<file path="config.mk">
export PLATFORM = sky130hd
export DESIGN_NAME = param_sweep_ctrl
export DESIGN_NICKNAME = d
export VERILOG_FILES = /design/src/rtl/param_sweep_ctrl.sv
export SDC_FILE = /design/constraint.sdc
export NUM_CORES = 1
export LEC_CHECK = 0
export CORE_MARGIN = 8
export CORE_UTILIZATION = 48
export DETAILED_ROUTE_END_ITERATION = 10
export PLACE_DENSITY = 0.75
export SKIP_CTS_REPAIR_TIMING = 1
export SYNTH_ARGS = -nofsm -noshare
export SYNTH_HDL_FRONTEND = slang
export SYNTH_SLANG_ARGS = --single-unit
</file>
<file path="constraint.sdc">
create_clock -name clock -period 2.1 [get_ports clock]
set_input_delay 0.315 -clock clock [delete_from_list [all_inputs] [get_ports clock]]
set_output_delay 0.315 -clock clock [all_outputs]
set_load 0.005 [all_outputs]
</file>
<file path="src/rtl/param_sweep_ctrl.sv">
// param_sweep_ctrl
// Steps through every combination of three buses {c,b,a} as an odometer
// (a is the least-significant digit, c the most). Each combination is offered
// to a sink with a valid/ready handshake; after it is accepted, the offer is
// held off for HOLD idle cycles. A start/done pair frames each sweep, and
// abort drops a running sweep without a done pulse.
//
// Handshake: valid is high in exactly the cycles the FSM is in DRIVE. A
// combination is transferred on a rising edge where valid=1, ready=1 and
// abort=0. While valid=1 and the transfer has not happened, valid stays high
// and {c,b,a} stay stable.

module param_sweep_ctrl #(
    parameter int unsigned SIZE1 = 1,
    parameter int unsigned SIZE2 = 6,
    parameter int unsigned FOO   = 3,
    parameter int unsigned HOLD  = 2
) (
    input  logic                     clock,
    input  logic                     reset_n,
    input  logic                     start,
    input  logic                     abort,
    input  logic                     ready,
    output logic [SIZE1-1:0]         a,
    output logic [SIZE2-1:0]         b,
    output logic [FOO-1:0]           c,
    output logic                     valid,
    output logic                     busy,
    output logic                     done,
    output logic [SIZE1+SIZE2+FOO:0] step_cnt,
    output logic [1:0]               state_dbg
);

    // Total width of one combination; a full sweep is 2**W accepted steps.
    localparam int unsigned W = SIZE1 + SIZE2 + FOO;

    // Hold counter preload: counts HOLD-1 down to 0, giving HOLD idle cycles.
    // The HOLD=0 case never enters the hold state, so its preload is unused.
    localparam logic [3:0] HOLD_LOAD = (HOLD == 0) ? 4'd0 : 4'(HOLD - 1);
    localparam logic       HOLD_NONE = (HOLD == 0);

    localparam logic [1:0] ST_IDLE  = 2'd0;
    localparam logic [1:0] ST_DRIVE = 2'd1;
    localparam logic [1:0] ST_HOLD  = 2'd2;
    localparam logic [1:0] ST_FIN   = 2'd3;

    logic [1:0]       state_q, state_d;
    logic [SIZE1-1:0] a_q, a_d;
    logic [SIZE2-1:0] b_q, b_d;
    logic [FOO-1:0]   c_q, c_d;
    logic [3:0]       hold_q, hold_d;
    logic [W:0]       step_q, step_d;

    // Odometer successor of the current combination and the last-step flag.
    logic [SIZE1-1:0] a_inc;
    logic [SIZE2-1:0] b_inc;
    logic [FOO-1:0]   c_inc;
    logic             a_wrap;
    logic             b_wrap;
    logic             last_combo;
    logic             accept;

    // Per-digit increment with carry: b moves on an a wrap, c on a joint a/b wrap.
    always_comb begin
        a_wrap     = &a_q;
        b_wrap     = &b_q;
        a_inc      = a_q + SIZE1'(1);
        b_inc      = a_wrap ? (b_q + SIZE2'(1)) : b_q;
        c_inc      = (a_wrap && b_wrap) ? (c_q + FOO'(1)) : c_q;
        last_combo = a_wrap && b_wrap && (&c_q);
    end

    // A step is taken only when offered, accepted, and not overridden by abort.
    always_comb begin
        accept = (state_q == ST_DRIVE) && ready && !abort;
    end

    // Sweep sequencing: next state, odometer, hold counter and step count.
    always_comb begin
        state_d = state_q;
        a_d     = a_q;
        b_d     = b_q;
        c_d     = c_q;
        hold_d  = hold_q;
        step_d  = step_q;

        case (state_q)
            ST_IDLE: begin
                // Last sweep's values stay visible until the next start.
                if (start) begin
                    state_d = ST_DRIVE;
                    a_d     = '0;
                    b_d     = '0;
                    c_d     = '0;
                    step_d  = '0;
                end
            end

            ST_DRIVE: begin
                if (abort) begin
                    state_d = ST_IDLE;
                end else if (accept) begin
                    step_d = step_q + (W + 1)'(1);
                    if (last_combo) begin
                        state_d = ST_FIN;
                    end else if (HOLD_NONE) begin
                        // Back-to-back offers: advance and keep valid high.
                        a_d = a_inc;
                        b_d = b_inc;
                        c_d = c_inc;
                    end else begin
                        state_d = ST_HOLD;
                        hold_d  = HOLD_LOAD;
                    end
                end
            end

            ST_HOLD: begin
                if (abort) begin
                    state_d = ST_IDLE;
                end else if (hold_q == 4'd0) begin
                    // The accepted value is held through the idle gap and
                    // only advances as the next offer begins.
                    state_d = ST_DRIVE;
                    a_d     = a_inc;
                    b_d     = b_inc;
                    c_d     = c_inc;
                end else begin
                    hold_d = hold_q - 4'd1;
                end
            end

            ST_FIN: begin
                // One-cycle completion marker; combination stays all-ones.
                state_d = ST_IDLE;
            end

            default: begin
                state_d = ST_IDLE;
            end
        endcase
    end

    // State registers with asynchronous active-low reset.
    always_ff @(posedge clock or negedge reset_n) begin
        if (!reset_n) begin
            state_q <= ST_IDLE;
            a_q     <= '0;
            b_q     <= '0;
            c_q     <= '0;
            hold_q  <= 4'd0;
            step_q  <= '0;
        end else begin
            state_q <= state_d;
            a_q     <= a_d;
            b_q     <= b_d;
            c_q     <= c_d;
            hold_q  <= hold_d;
            step_q  <= step_d;
        end
    end

    // Outputs are decoded straight from registered state.
    always_comb begin
        a         = a_q;
        b         = b_q;
        c         = c_q;
        valid     = (state_q == ST_DRIVE);
        busy      = (state_q != ST_IDLE);
        done      = (state_q == ST_FIN);
        step_cnt  = step_q;
        state_dbg = state_q;
    end

endmodule

</file>
==> impl_metrics.csv <==
group,metric,value,unit
run_status,status,"complete, no violations",
sta,worstMarginPinSlew,0.412,ns
layout,layout-drive-gt1-share,10.1,%
power_and_ir_drop,irDropWorstVdd,0.000372,V
sta,rsz0062_at_grt,"false",
power_and_ir_drop,power.density,632,nW/um^2
synthesis,ys_seq_area_share,43.6,%
cts,cts_root_buffer,"clkbuf_4",
worst_setup_path,r2r-end,"c[2]$_DFFE_PN0P_",
layout,diodes,0,
grt,antenna_found_initial,0,
synthesis,ys_types,46,
run,maxCapViolCount,0,
worst_setup_path,worstSetupStartpointType,"flip-flop",
sta,hold_viol_final,0,
worst_setup_path,rr_startpoint,"hold_q[0]$_DFFE_PN0P_",
worst_setup_path,path_max_fanout,12,
synthesis,synth_top_area_share,43.6,%
worst_setup_path,critPathCaptureType,"output pin",
route,wirelength,3.52,mm
cts,cts_tree,"built",
synthesis,synth_area_leaders,"dfrtp_1 44%, ha_1 4.8%, nand2_1 4.4%, nor2_1 3.2%, mux2i_1 2.6%",
worst_setup_path,critical_path_class,"reg2out",
floorplanning,fp.dieH,72.8,microns
cts,htreeDepth,1,
synthesis,synth_seq_cells,27,
floorplanning,initial_core_util,50.7,%
route,firstDrtPassIters,4,
floorplanning,row_count,20,
worst_setup_path,worstPathRequired,1.78,ns
sta,finalSetupTns,0,ns
power_and_ir_drop,power,1.23,mW
layout,mostFrequentLayoutCells,"30 x clkdlybuf4s50_1, 26 x dfrtp_1, 18 x nand2_1",
route,first_iter_violations,73,
power_and_ir_drop,leakage,0.876,nW
cts,cts_made_buffers,3,
sta,fin_crit_sh,91.5,%
synthesis,synth_cells,155,
placement,hpwl,2.66,mm
hold_path,hold_class,"in2async",
floorplanning,dieArea,5300,sq um
cts,clock_path_buffers,2,
grt,grt_pass1_wl,6.14,mm
worst_setup_path,reg2regPathDepth,6,
placement,place.gp.congestion,0.818,
synthesis,syn_nets,166,
grt,grt_pass1_vias,1385,
route,vias,1308,
floorplanning,core_area,3050,sq um
layout,finalNetCount,201,
cts,clock_latency,0.32,ns
route,ant_nets,0,
worst_setup_path,crit_arrival,1.61,ns
layout,layout_commonest_cell,"clkdlybuf4s50_1",
synthesis,async_flop_share,100,%
synthesis,synth-edff-count,0,
sta,timing.fmax,521,MHz
layout,areaGrowthSynthToFinish,25.3,%
synthesis,yosys_warnings,0,
synthesis,synth_largest_area_cell,"dfrtp_1",
synthesis,post_synth.cell_area_avg,9.99,sq um
sta,maxSlewHeadroom,72.5,%
floorplanning,io-pin-count,31,
sta,min_period,1.92,ns
route,wl_per_cell,15.1,microns
sta,final-setup-viol-count,0,
worst_setup_path,reg2reg_slack,0.21,ns
grt,grt_max_degree,28,
grt,gr-total-overflow,0,
placement,io_buffer_count,30,
route,route.detailed.drc,0,
synthesis,syn_area,1550,sq um
cts,clkTransAtPathRegs,0.14,ns
sta,finClkSkew,0.00649,ns
sta,report.final.slew_viol_count,0,
grt,gr-usage-all-layers,14.1,%
route,routed_via_density,5.61,
cts,clock_sinks,27,
synthesis,synth_flop_cell,"dfrtp_1",
floorplanning,die_w,72.8,microns
[cells in the mapped netlist (2+ instances only)]
master,n
dfrtp_1,27
nand2_1,18
nor2_1,13
and3_1,6
ha_1,6
a21oi_1,5
inv_1,5
nand3_1,5
nand4_1,5
mux2i_1,4
o211ai_1,4
o21ai_0,4
xor2_1,4
a221o_1,3
nor3_1,3
or4_1,3
xnor2_1,3
a22o_1,2
and2_1,2
and4_1,2
buf_2,2
clkbuf_1,2
nor3b_4,2
or2b_1,2
or3_1,2
[routing by layer]
layer / track usage, % / vias to the layer above / wire, microns
met3: 4.40 / 0 / 213
met2: 24.8 / 30 / 1690
met4: 3.11 / 0 / 0
met1: 16.3 / 644 / 1610
met5: 0 / - / 0
li1: - / 634 / -
[where the power goes]
part	switching (mW)	total, mW	internal [mW]
combinational	0.186	0.365	0.179
clock	0.151	0.225	0.0742
sequential	0.0732	0.636	0.563
total	0.411	1.23	0.817
[cell type report]
cell class              count  area, sq um
fillers                   279         1110
multi-input cells         118          826
flip-flops and latches     27          677
repair buffers             35          338
well taps                  44         55.1
clock buffers               4         26.3
inverters                   5         18.8
[sequential cells by signal (all words and copies together) (netlist names)]
name	count
a	1
hold_q	4
step_cnt	11
b	6
c	3
state_dbg	2
[kinds of logic after synthesis]
group / share of synthesized area [%]
multiplexers: 3.31
AND/OR/NAND/NOR: 27.5
XOR/XNOR: 3.96
flip-flops: 43.6
AO/OA/AOI/OAI: 13.7
adder cells (fa/ha/maj): 4.85
buffers and inverters: 3.07
[worst max-delay path by stage]
stage	cells after the start	slack, ns	startpoint	end
finish	3	0.18	state_dbg[0]$_DFFE_PN0P_	valid
global route	6	0.06	hold_q[0]$_DFFE_PN0P_	b[3]$_DFFE_PN0P_
CTS	3	0.03	state_dbg[0]$_DFFE_PN0P_	valid
detailed placement	5	0.05	start	step_cnt[7]$_DFFE_PN0P_
global placement	5	0.1	start	step_cnt[7]$_DFFE_PN0P_
floorplan	6	0.39	hold_q[0]$_DFFE_PN0P_	b[3]$_DFFE_PN0P_
[through the flow]
step / cell area [sq um] / setup slack, ns / hold slack, ns / utilization [%] / instances
5_1_grt: 1940 / 0.0556 / 0.368 / 63.6 / 233
3_3_place_gp: 1910 / 0.0988 / 0.497 / 62.7 / 229
2_1_floorplan: 1550 / 0.386 / 0.0194 / - / 155
3_5_place_dp: 1910 / 0.0488 / 0.516 / 62.7 / 229
4_1_cts: 1940 / 0.0260 / 0.373 / 63.5 / 233
6_report: 1940 / 0.179 / 0.365 / 63.6 / 233
[critical path: stages, from the launching register on]
cell and delay [ns]:
dfrtp_2 0.52, inv_1 0.14, nor2_1 0.12, clkdlybuf4s50_1 0.51
(Power assumes the default switching activity.)
